[config.mk]
export PLATFORM = sky130hd
export DESIGN_NAME = div_five_flat
export DESIGN_NICKNAME = d
export VERILOG_FILES = /design/src/rtl/div_five_if.sv /design/src/rtl/div_five.sv /design/src/flat_wrapper.sv
export SDC_FILE = /design/constraint.sdc
export NUM_CORES = 1
export LEC_CHECK = 0
export CAP_MARGIN = 20
export CORE_UTILIZATION = 32
export DETAILED_ROUTE_END_ITERATION = 8
export PLACE_DENSITY = 0.5
export RECOVER_POWER = 50
export SYNTH_ARGS = -nofsm -noshare
export SYNTH_HDL_FRONTEND = slang
export SYNTH_SLANG_ARGS = --single-unit
[constraint.sdc]
create_clock -name clk -period 4.1 [get_ports clk]
set_input_delay 0.82 -clock clk [delete_from_list [all_inputs] [get_ports clk]]
set_output_delay 0.82 -clock clk [all_outputs]
set_load 0.02 [all_outputs]
[src/rtl/div_five_if.sv]
// Request/result bundle for the div_five fixed-point divider.
// The master side issues start/operands; the slave side returns the result and status flags.
interface div_five_if #(
    parameter int DIVIDEND_WIDTH = 32,
    parameter int DIV_WIDTH      = 17
);
    logic                             start;
    logic signed [DIVIDEND_WIDTH-1:0] dividend;
    logic        [DIV_WIDTH-1:0]      divisor;
    logic        [DIV_WIDTH-1:0]      quotient;
    logic                             done;
    logic                             busy;
    logic                             dz;
    logic                             ovf;

    modport master (
        output start, dividend, divisor,
        input  quotient, done, busy, dz, ovf
    );

    modport slave (
        input  start, dividend, divisor,
        output quotient, done, busy, dz, ovf
    );
endinterface

[src/rtl/div_five.sv]
// Sequential restoring divider: Q16.16 two's-complement dividend over a sign-magnitude Q0.16
// divisor, producing a sign-magnitude Q0.16 quotient. Define DIV_FIVE_ROUND_EN for round-half-up.
module div_five #(
    parameter int DIVIDEND_WIDTH = 32,
    parameter int DIV_WIDTH      = 17
) (
    input  logic      clk,
    input  logic      rst,
    div_five_if.slave bus
);
    localparam int MAG_W = DIV_WIDTH - 1;
    localparam int CNT_W = $clog2(MAG_W) + 1;
    localparam logic [CNT_W-1:0] LAST_ITER = CNT_W'(MAG_W - 1);
    localparam logic [MAG_W-1:0] MAG_MAX   = '1;

    typedef enum logic [1:0] {IDLE, LOAD, DIV, DONE} state_t;
    state_t state, state_nxt;

    logic signed [DIVIDEND_WIDTH-1:0] dividend_p0;
    logic        [DIV_WIDTH-1:0]      divisor_p0;
    logic                             load_ph;
    logic        [DIVIDEND_WIDTH-1:0] mag_a_p1;
    logic        [MAG_W-1:0]          mag_b_p1;
    logic                             sign_p1;
    logic        [MAG_W:0]            rem;
    logic        [MAG_W-1:0]          quo;
    logic        [CNT_W-1:0]          cnt;
    logic        [DIV_WIDTH-1:0]      quotient_r;
    logic                             dz_r;
    logic                             ovf_r;

    function automatic logic [DIVIDEND_WIDTH-1:0] abs_mag(input logic signed [DIVIDEND_WIDTH-1:0] v);
        return v[DIVIDEND_WIDTH-1] ? $unsigned(-v) : $unsigned(v);
    endfunction

    function automatic logic [DIV_WIDTH-1:0] pack_q(input logic s, input logic [MAG_W-1:0] m);
        return {s & (|m), m};
    endfunction

`ifdef DIV_FIVE_ROUND_EN
    function automatic logic [MAG_W-1:0] round_sat(input logic [MAG_W-1:0] m,
                                                   input logic [MAG_W:0]   r,
                                                   input logic [MAG_W-1:0] b);
        if (({r, 1'b0} >= {2'b00, b}) && (m != MAG_MAX))
            return m + 1'b1;
        return m;
    endfunction
`endif

    logic [DIVIDEND_WIDTH-1:0] mag_b_ext;
    logic                      b_zero, a_zero, a_ge_b, early_exit;
    logic [MAG_W:0]            rem_sh, rem_nxt;
    logic                      rem_ge;
    logic [MAG_W-1:0]          quo_nxt, mag_fin;

    assign mag_b_ext  = {{(DIVIDEND_WIDTH-MAG_W){1'b0}}, mag_b_p1};
    assign b_zero     = (mag_b_p1 == '0);
    assign a_zero     = (mag_a_p1 == '0);
    assign a_ge_b     = (mag_a_p1 >= mag_b_ext);
    assign early_exit = b_zero | a_zero | a_ge_b;

    // One restoring step: the 17-bit remainder never exceeds 2*|b| after the shift.
    assign rem_sh  = rem << 1;
    assign rem_ge  = (rem_sh >= {1'b0, mag_b_p1});
    assign rem_nxt = rem_ge ? (rem_sh - {1'b0, mag_b_p1}) : rem_sh;
    assign quo_nxt = (quo << 1) | {{(MAG_W-1){1'b0}}, rem_ge};

`ifdef DIV_FIVE_ROUND_EN
    assign mag_fin = round_sat(quo_nxt, rem_nxt, mag_b_p1);
`else
    assign mag_fin = quo_nxt;
`endif

    always_ff @(posedge clk) begin
        if (rst) state <= IDLE;
        else     state <= state_nxt;
    end

    always_comb begin
        state_nxt = state;
        case (state)
            IDLE: if (bus.start) state_nxt = LOAD;
            LOAD: if (load_ph)   state_nxt = early_exit ? DONE : DIV;
            DIV:  if (cnt == LAST_ITER) state_nxt = DONE;
            DONE: state_nxt = IDLE;
            default: state_nxt = IDLE;
        endcase
    end

    always_ff @(posedge clk) begin
        if (rst) begin
            dividend_p0 <= '0;
            divisor_p0  <= '0;
            load_ph     <= 1'b0;
            mag_a_p1    <= '0;
            mag_b_p1    <= '0;
            sign_p1     <= 1'b0;
            rem         <= '0;
            quo         <= '0;
            cnt         <= '0;
            quotient_r  <= '0;
            dz_r        <= 1'b0;
            ovf_r       <= 1'b0;
        end else begin
            case (state)
                // Operands are captured only while idle; later start pulses are ignored.
                IDLE: begin
                    if (bus.start) begin
                        dividend_p0 <= bus.dividend;
                        divisor_p0  <= bus.divisor;
                        load_ph     <= 1'b0;
                    end
                end
                // First LOAD cycle forms magnitudes, second one classifies the operands.
                LOAD: begin
                    if (!load_ph) begin
                        mag_a_p1 <= abs_mag(dividend_p0);
                        mag_b_p1 <= divisor_p0[MAG_W-1:0];
                        sign_p1  <= dividend_p0[DIVIDEND_WIDTH-1] ^ divisor_p0[DIV_WIDTH-1];
                        load_ph  <= 1'b1;
                    end else if (b_zero) begin
                        quotient_r <= pack_q(sign_p1, MAG_MAX);
                        dz_r       <= 1'b1;
                        ovf_r      <= 1'b0;
                    end else if (a_zero) begin
                        quotient_r <= '0;
                        dz_r       <= 1'b0;
                        ovf_r      <= 1'b0;
                    end else if (a_ge_b) begin
                        quotient_r <= pack_q(sign_p1, MAG_MAX);
                        dz_r       <= 1'b0;
                        ovf_r      <= 1'b1;
                    end else begin
                        rem <= mag_a_p1[MAG_W:0];
                        quo <= '0;
                        cnt <= '0;
                    end
                end
                DIV: begin
                    rem <= rem_nxt;
                    quo <= quo_nxt;
                    cnt <= cnt + 1'b1;
                    if (cnt == LAST_ITER) begin
                        quotient_r <= pack_q(sign_p1, mag_fin);
                        dz_r       <= 1'b0;
                        ovf_r      <= 1'b0;
                    end
                end
                default: ;
            endcase
        end
    end

    assign bus.quotient = quotient_r;
    assign bus.dz       = dz_r;
    assign bus.ovf      = ovf_r;
    assign bus.done     = (state == DONE);
    assign bus.busy     = (state != IDLE);
endmodule

[src/flat_wrapper.sv]
// flat-port wrapper written by rule: the top's interface ports become plain ports
module div_five_flat 
#(
    parameter int DIVIDEND_WIDTH = 32,
    parameter int DIV_WIDTH      = 17
)
  (clk, rst, bus_start, bus_dividend, bus_divisor, bus_quotient, bus_done, bus_busy, bus_dz, bus_ovf);
  div_five_if #(.DIVIDEND_WIDTH(DIVIDEND_WIDTH), .DIV_WIDTH(DIV_WIDTH)) bus_i ();
  input  logic clk;
  input  logic rst;
  input wire logic [$bits(bus_i.start)-1:0] bus_start;
  input wire logic [$bits(bus_i.dividend)-1:0] bus_dividend;
  input wire logic [$bits(bus_i.divisor)-1:0] bus_divisor;
  output wire logic [$bits(bus_i.quotient)-1:0] bus_quotient;
  output wire logic [$bits(bus_i.done)-1:0] bus_done;
  output wire logic [$bits(bus_i.busy)-1:0] bus_busy;
  output wire logic [$bits(bus_i.dz)-1:0] bus_dz;
  output wire logic [$bits(bus_i.ovf)-1:0] bus_ovf;
  assign bus_i.start = bus_start;
  assign bus_i.dividend = bus_dividend;
  assign bus_i.divisor = bus_divisor;
  assign bus_quotient = bus_i.quotient;
  assign bus_done = bus_i.done;
  assign bus_busy = bus_i.busy;
  assign bus_dz = bus_i.dz;
  assign bus_ovf = bus_i.ovf;
  div_five #(.DIVIDEND_WIDTH(DIVIDEND_WIDTH), .DIV_WIDTH(DIV_WIDTH)) u_core (.clk(clk), .rst(rst), .bus(bus_i));
endmodule
==> Word level (Yosys, flattened, before mapping) <==
Cells that the tools add are included.
{ "word_totals": {"inputBits": 52, "out_inout_bits": 21, "elab_cells": 89, "regBits": 156} }
{ "op_classes": {"mux": 41, "magnitude_cmp": 2, "n_bitwise": 6, "reduce_logical": 13, "addsub": 3, "eq_ne": 11} }
{ "op_table": {"columns": ["cell", "count"], "rows": [
  ["$mux W17", 5],
  ["$mux W16", 5],
  ["$mux W15", 4],
  ["$pmux W17 S2", 1],
  ["$ge A32 B16 Y1", 1],
  ["$logic_not A32 Y1", 1],
  ["$mux W32", 1],
  ["$neg A32 Y32", 1],
  ["$pmux W16 S2", 1],
  ["$pmux W15 S2", 1],
  ["$mux W5", 4],
  ["$ge A17 B16 Y1", 1],
  ["$logic_not A16 Y1", 1],
  ["$or A16 B1 Y16", 1],
  ["$reduce_or A16 Y1", 1],
  ["$sub A16 B16 Y16", 1],
  ["$mux W1", 11],
  ["$pmux W5 S2", 1],
  ["$ne A2 B2 Y1 const B", 4],
  ["$pmux W2 S4", 1],
  ["$mux W2", 3],
  ["$pmux W1 S2", 3],
  ["$reduce_and A2 Y1", 3],
  ["$reduce_bool A2 Y1", 3],
  ["14 further kinds", 17]
]} }

==> Longest topological paths before layout <==
Gate-level depths: netlist (run 1).
{ "logic_depth": {"word_depth": 6, "mapped_depth": 12, "depth_no_buf": 9} }

==> Worst setup path before layout (run 1) <==
OpenSTA, ideal clock, no wires.
{ "synth_path": {"kind": "reg-to-reg", "from": "register u_core.mag_b_p1[10]", "to": "register u_core.rem[11]", "path_slack_ns": 1.400, "path_stages_with_launch": 11, "t_required_ns": 3.999, "setup_ns": 0.101, "arrival_ns": 2.599, "path_cell_list": "dfxtp_1 inv_1 ha_1 a21o_1 a211o_1 a2111oi_0 o31a_1 o2111a_1 nor2_1 buf_2 o41ai_1"} }
{ "synth_between": {"elab_chain_cells": 3} }
{ "synth_lines": {"columns": ["element", "line_no", "rtl"], "rows": [
  ["start, declared", "div_five.sv:23", "logic [MAG_W-1:0] mag_b_p1;"],
  ["start signal, assigned", "div_five.sv:118", "mag_b_p1 <= divisor_p0[MAG_W-1:0];"],
  ["$ge A32 B16 Y1, or another cell as far along", "div_five.sv:59", "assign a_ge_b = (mag_a_p1 >= mag_b_ext);"],
  ["$ne A2 B2 Y1 (no source line) or $mux W16 (tied branches)", null, null],
  ["$reduce_and A5 Y1 (no source line) or $pmux W16 S2 (tied branches)", null, null],
  ["end signal, assigned", "div_five.sv:134", "rem <= mag_a_p1[MAG_W:0];"],
  ["end signal, assigned", "div_five.sv:140", "rem <= rem_nxt;"],
  ["end, declared", "div_five.sv:25", "logic [MAG_W:0] rem;"]
]} }
Several ways; a longest one is shown, not always the timed one.
A chain may end at the register's enable or synchronous reset.

==> Final worst setup path (run 1) <==
{ "layout_path": {"from": "input bus_start", "to": "register u_core.divisor_p0[16]"} }
{ "layout_between": {"elab_chain_cells": 1} }
{ "layout_lines": {"columns": ["element", "line_no", "rtl"], "rows": [
  ["start, declared", "flat_wrapper.sv:11", "input wire logic [$bits(bus_i.start)-1:0] bus_start;"],
  ["$reduce_and A2 Y1 (no source line)", null, null],
  ["end signal, assigned", "div_five.sv:110", "divisor_p0 <= bus.divisor;"],
  ["end, declared", "div_five.sv:20", "logic [DIV_WIDTH-1:0] divisor_p0;"]
]} }
Every way passes these cells.

==> results_dict.tcl, run 1 <==
set metrics [dict create \
    final-setup-viol-count 0 \
    layout.core_utilization 0.390 \
    nets 1148 \
    cts_post_setup_buffers_inserted 0 \
    failed_checks "design-rule violations, max-capacitance violations, max-slew violations" \
    grt_start_max_net_pins 61 \
    ys_seq_area_frac 0.383 \
    cts.path.max_buffers 2 \
    result_of_the_run "complete, but fails checks" \
    grt.total_usage 0.176 \
    postSynth.asyncResetShare 0 \
    synth.area.top_cells "sky130_fd_sc_hd__dfxtp_1 38%, sky130_fd_sc_hd__nand2_1 8.2%, sky130_fd_sc_hd__a21oi_1 7.2%" \
    worst-setup-path-type "in2reg" \
    cts_max_level 4 \
    total_leakage_power_nw 3.53 \
    final-hold-violation-count 0 \
    die-area_mm2 0.0261 \
    place_inst 1367 \
    die_height_um 162 \
    drc_errors 1 \
    cts.sinks 156 \
    worstSetupEndpointType "register" \
    critical_path.startpoint_type "primary input" \
    timing.max_slew.rel_slack -0.618 \
    synth_enable_flop_cells 0 \
    dp_hpwl_um 15600 \
    grt_overflow_total 0 \
    drt-total-wl_um 22000 \
    tritoncts "yes" \
    via_per_inst 5.26 \
    final_min_period_over_clock_period 0.796 \
    num_io_pins 73 \
    first_pass_iters 6 \
    grt_pass1_vias 6852 \
    syn_area_mm2 0.00816 \
    timing.hold.ws_ps 452 \
    cp.required_ps 4460 \
    area_growth_syn_to_layout_pct 19.9 \
    core-area_mm2 0.0251 \
    synth.yosys.warnings 0 \
    syn_nets 1113 \
    antenna_cells_inserted 0 \
    synth_top_area_frac 0.383 \
    antenna_violations_before_repair 0 \
    die_width_um 162 \
    std_cell_rows 58 \
    synth_top_cell_by_area "sky130_fd_sc_hd__dfxtp_1" \
    io_buffer_count 72 \
    pwr_density_cell_mw_per_mm2 721 \
    starting_density_of_the_core 0.325 \
    peakVddDrop_mv 0.370 \
    route.antenna.remaining_nets 0 \
    gpl.final_weighted_congestion 0.810 \
    finalPower_mw 7.05 \
    min-delay-path-class "reg2reg" \
    most_used_flip_flop_cell_after_synthesis "sky130_fd_sc_hd__dfxtp_1" \
    drt_first_iter_violations 477 \
    max_slew.worst_pin.slew_ps 2420 \
    cts.reportedPaths.clkPinSlew_ps 60 \
    maxCapViolations 1 \
    cp_data_arrival_time_ps 3620 \
    max_freq_mhz 306 \
    cts_made_buffers 17 \
    clock_insertion_delay_worst_skew_ps 430 \
    cts_root_buffer "sky130_fd_sc_hd__clkbuf_16" \
    timing.final.crit_period_ps 3260 \
    post_cts.resized_instances 0 \
    finalMaxSlewViolations 51 \
    holdBufCountCts 0 \
    vias 7355 \
    mostFrequentLayoutCells "178 x sky130_fd_sc_hd__nand2_1, 156 x sky130_fd_sc_hd__dfxtp_1, 118 x sky130_fd_sc_hd__a21oi_1" \
    post_synth_inst_count 1021 \
    ys_types 60 \
    setup_repair_after_global_routing_missed_its_margin "no" \
    syn_area_per_cell_um2 7.99 \
    grt_first_pass_wirelength_um 36900 \
    ys_ff_latch 156 \
    drive_gt1_frac 0.0533 \
    setup_tns_ps 0 \
    fin_cells 1399 \
    critical_path.max_fanout 50 \
    clock-skew-final_ps 8.05 \
    final_common_cell "sky130_fd_sc_hd__nand2_1" \
    routed_wire_length_per_instance_um 15.7 \
]
-- path summary, 6_finish.rpt --
path / slack [ps] / end / depth (start not counted) / start
worst max-delay path: 840 / u_core.divisor_p0[16] / 4 / bus_start
worst max register to register: 870 / u_core.rem[15] / 9 / u_core.mag_b_p1[1]
worst min-delay path: 450 / u_core.mag_b_p1[4] / 2 / u_core.divisor_p0[4]
worst min register to register: 450 / u_core.mag_b_p1[4] / 2 / u_core.divisor_p0[4]
-- registers in the layout, indices dropped and copies added (netlist names), 2 cells and up --
signal / flops
u_core.dividend_p0: 32
u_core.mag_a_p1: 32
u_core.bus.quotient: 17
u_core.divisor_p0: 17
u_core.mag_b_p1: 16
u_core.rem: 16
u_core.quo: 15
u_core.cnt: 5
u_core.state: 2
-- cell type report --
cell class | count | area [µm²]
Multi-Input combinational cell | 762 | 4660
Clock inverter | 12 | 159
Timing Repair Buffer | 87 | 848
Tap cell | 330 | 413
Fill cell | 2688 | 15300
Sequential cell | 156 | 3120
Inverter | 32 | 120
Clock buffer | 20 | 457
-- metrics by stage --
stage / setup WS (ps) / area, µm²
floorplan: 1400 / 8160
global placement: 990 / 9170
detailed placement: 909 / 9180
CTS: 901 / 9800
global route: 359 / 9780
finish: 836 / 9780
-- where the power goes --
group,switching [mW],internal (mW)
Combinational,2.05,1.24
Sequential,0.286,1.83
Clock,0.655,0.997
Total,2.99,4.07
-- synthesized netlist by cell type, types with 8 or more instances --
cell / instances
sky130_fd_sc_hd__a211oi_1: 36
sky130_fd_sc_hd__a21o_1: 19
sky130_fd_sc_hd__a21oi_1: 118
sky130_fd_sc_hd__a311oi_1: 20
sky130_fd_sc_hd__clkbuf_1: 64
sky130_fd_sc_hd__dfxtp_1: 156
sky130_fd_sc_hd__ha_1: 39
sky130_fd_sc_hd__inv_1: 32
sky130_fd_sc_hd__nand2_1: 178
sky130_fd_sc_hd__nand2b_1: 11
sky130_fd_sc_hd__nand3_1: 31
sky130_fd_sc_hd__nand4_1: 8
sky130_fd_sc_hd__nand4b_1: 13
sky130_fd_sc_hd__nor2_1: 66
sky130_fd_sc_hd__nor3_1: 14
sky130_fd_sc_hd__nor4_1: 18
sky130_fd_sc_hd__o21ai_0: 28
sky130_fd_sc_hd__o31ai_1: 14
sky130_fd_sc_hd__o41ai_1: 16
sky130_fd_sc_hd__or3_1: 10
sky130_fd_sc_hd__xor2_1: 31
-- logic make-up after synthesis --
family / after synthesis / synth area share
compound gates: 304 / 0.249
xor+xnor: 36 / 0.0386
fa+ha+maj: 40 / 0.0623
buf+inv: 103 / 0.0475
flops: 156 / 0.383
mux: 3 / 0.00368
simple gates: 379 / 0.216
-- layer usage --
metal  up-vias  track usage  share of wire
li1       3778            -              -
met1      3440        0.258           0.51
met2       120        0.265           0.44
met3        17       0.0273          0.031
met4         0       0.0493          0.013
met5         -            0              0
-- worst max-delay path, cell delays in order --
cell and delay [ps]:
sky130_fd_sc_hd__dlygate4sd3_1 550, sky130_fd_sc_hd__and2_0 1780, sky130_fd_sc_hd__nand2_1 260, sky130_fd_sc_hd__a21oi_1 210
Power figures use the tool's default switching activity.
==> run 2: changes to the inputs <==
==> constraint.sdc (replaced) <==
create_clock -name clk -period 3.2 [get_ports clk]
set_input_delay 0.64 -clock clk [delete_from_list [all_inputs] [get_ports clk]]
set_output_delay 0.64 -clock clk [all_outputs]
set_load 0.02 [all_outputs]
==> run 2 against run 1 <==
Net effect:
- the run ends with design-rule violations left
- critical path type is now reg2reg
- critical endpoint is now u_core.bus.quotient[6]
- worst setup slack lost 580 ps
- hold slack gained 1.5 ps
- routed wire length shrank 1.1%
- largest cell class unchanged
- cell count grew 1.3%
==> results_dict.tcl, run 2 (synthesis results as in run 1) <==
set metrics [dict create \
    result_of_the_run "complete, but fails checks" \
    failed_checks "design-rule violations" \
    rr_startpoint "u_core.mag_b_p1[10]" \
    mostFrequentLayoutCells "178 x sky130_fd_sc_hd__nand2_1, 156 x sky130_fd_sc_hd__dfxtp_1, 118 x sky130_fd_sc_hd__a21oi_1" \
    cpMostUsedCell "sky130_fd_sc_hd__buf_4" \
    tritoncts "yes" \
    drc_errors 1 \
    crit_path_max_incr_delay_ps 350 \
    drive_gt1_frac 0.0718 \
    clock-skew-final_ps 9.58 \
    clock_insertion_delay_worst_skew_ps 430 \
    worstHoldEndpoint "u_core.mag_b_p1[8]" \
    grt.total_usage 0.174 \
    cpMaxStageDelayCell "sky130_fd_sc_hd__a2111oi_1" \
    final_min_period_over_clock_period 0.919 \
    pwr_density_cell_mw_per_mm2 929 \
    cp_data_arrival_time_ps 3280 \
    peakVddDrop_mv 0.446 \
    hold_path_startpoint "u_core.divisor_p0[8]" \
    num_io_pins 73 \
    core-area_mm2 0.0251 \
    max_slew.worst_pin.slew_ps 1160 \
    max_freq_mhz 340 \
    timing.final.crit_period_ps 2940 \
    first_pass_iters 7 \
    area_growth_syn_to_layout_pct 21.8 \
    total_leakage_power_nw 3.63 \
    grt_overflow_total 0 \
    critical_path.startpoint_type "register" \
    die-area_mm2 0.0261 \
    cp.required_ps 3540 \
    timing.max_slew.rel_slack 0.229 \
    critical_path.max_fanout 14 \
    depth_of_the_worst_register_to_register_path 11 \
    antenna_violations_before_repair 0 \
    cts.sinks 156 \
    worst-setup-path-type "reg2reg" \
    fin_area_mm2 0.00994 \
    holdPathStages 2 \
    combined_area_of_the_multi_input_logic_cells_mm2 0.00467 \
    grt_first_pass_wirelength_um 36800 \
    die_width_um 162 \
    gpl.final_weighted_congestion 0.791 \
    grt_pass1_vias 7042 \
    cts_made_buffers 17 \
    biggestRegsByFlops "u_core.dividend_p0 (32), u_core.mag_a_p1 (32)" \
    cts.path.max_buffers 2 \
    timing.reg2reg.setup_slack_ps 260 \
    final_common_cell "sky130_fd_sc_hd__nand2_1" \
    vias 7330 \
    io_buffer_count 72 \
    placedInstanceArea_mm2 0.00931 \
    nFillCells 2665 \
    layout.area.seq_mm2 0.00312 \
    die_height_um 162 \
    finalPower_mw 9.23 \
    critical-path-top-delay-family "compound AO/OA/AOI/OAI gates" \
    maxCapViolations 0 \
    final-hold-violation-count 0 \
    holdBufCountCts 0 \
    cts_max_level 4 \
    starting_density_of_the_core 0.325 \
    via_per_inst 5.17 \
    nets 1166 \
    critical_path_cell_sequence "inv_1, ha_1, a21o_1, a211o_1, a2111oi_1, o31a_1, buf_4, o211a_1, nor2_1, buf_4, a311oi_1" \
    finalMaxSlewViolations 0 \
    cts.reportedPaths.clkPinSlew_ps 60 \
    dp_hpwl_um 15700 \
    min-delay-path-class "reg2reg" \
    drt-total-wl_um 21700 \
    antenna_cells_inserted 0 \
    setup_repair_after_global_routing_missed_its_margin "no" \
    setup_tns_ps 0 \
    route.antenna.remaining_nets 0 \
    critical_path.reg2reg.endpoint "u_core.bus.quotient[6]" \
    routed_wire_length_per_instance_um 15.3 \
    cts_root_buffer "sky130_fd_sc_hd__clkbuf_16" \
    drt_first_iter_violations 430 \
    worstSetupEndpointType "register" \
    grt_start_max_net_pins 79 \
    final-setup-viol-count 0 \
    worst-path-buf-inv 3 \
    std_cell_rows 58 \
]
-- run 2: worst max path at each step --
stage | from | end | slack, ps | cells past startpoint
floorplan | u_core.mag_b_p1[10] | u_core.rem[3] | 500 | 10
global placement | u_core.mag_b_p1[10] | u_core.bus.quotient[12] | 200 | 9
detailed placement | u_core.mag_b_p1[10] | u_core.rem[2] | 170 | 9
CTS | u_core.mag_b_p1[10] | u_core.rem[2] | 160 | 9
global route | u_core.mag_b_p1[10] | u_core.bus.quotient[6] | 2 | 11
finish | u_core.mag_b_p1[10] | u_core.bus.quotient[6] | 260 | 11
-- run 2: worst reg2reg max path: cells and delay by family, from the launching register on --
family,cells,cell delay (ps)
simple gates,1,110
fa+ha+maj,1,310
compound gates,6,1640
buf+inv,3,450
flops,1,340
-- run 2: where the power goes --
group	internal (mW)	switching [mW]	leakage (nW)	total, mW
Clock	1.30	0.845	0.303	2.15
Combinational	1.76	2.63	2.05	4.38
Sequential	2.34	0.361	1.27	2.70
Total	5.40	3.83	3.63	9.23
-- run 2: cell type report --
cell class / instances / area share
Sequential cell: 156 / 0.314
Multi-Input combinational cell: 762 / 0.470
Inverter: 32 / 0.0121
Timing Repair Buffer: 105 / 0.0991
Clock inverter: 11 / 0.0157
Tap cell: 330 / 0.0415
Clock buffer: 21 / 0.0473
-- run 2: metal layers --
layer / vias to the layer above / part of all wire / wire length, µm / track usage
li1: 3810 / - / - / -
met1: 3397 / 0.51 / 11200 / 0.246
met2: 107 / 0.45 / 9680 / 0.272
met3: 16 / 0.031 / 668 / 0.0314
met4: 0 / 0.011 / 232 / 0.0442
met5: - / 0 / 0 / 0
-- run 2: timing repair --
action | CTS | global route
resized for setup | 0 | 3
setup buffers | 0 | 1
endpoints found under the setup margin | 0 | 12
-- run 2: stage by stage --
| stage | instances | worst slack [ps] | util | hold WS, ps |
|---|---|---|---|---|
| final | 1417 | 259 | 0.396 | 454 |
| after CTS | 1416 | 155 | 0.396 | 453 |
| after global placement | 1383 | 201 | 0.371 | 440 |
| after global routing | 1417 | 1.64 | 0.396 | 474 |
| after detailed placement | 1384 | 171 | 0.371 | 447 |
| after floorplan | 1021 | 500 | - | 425 |
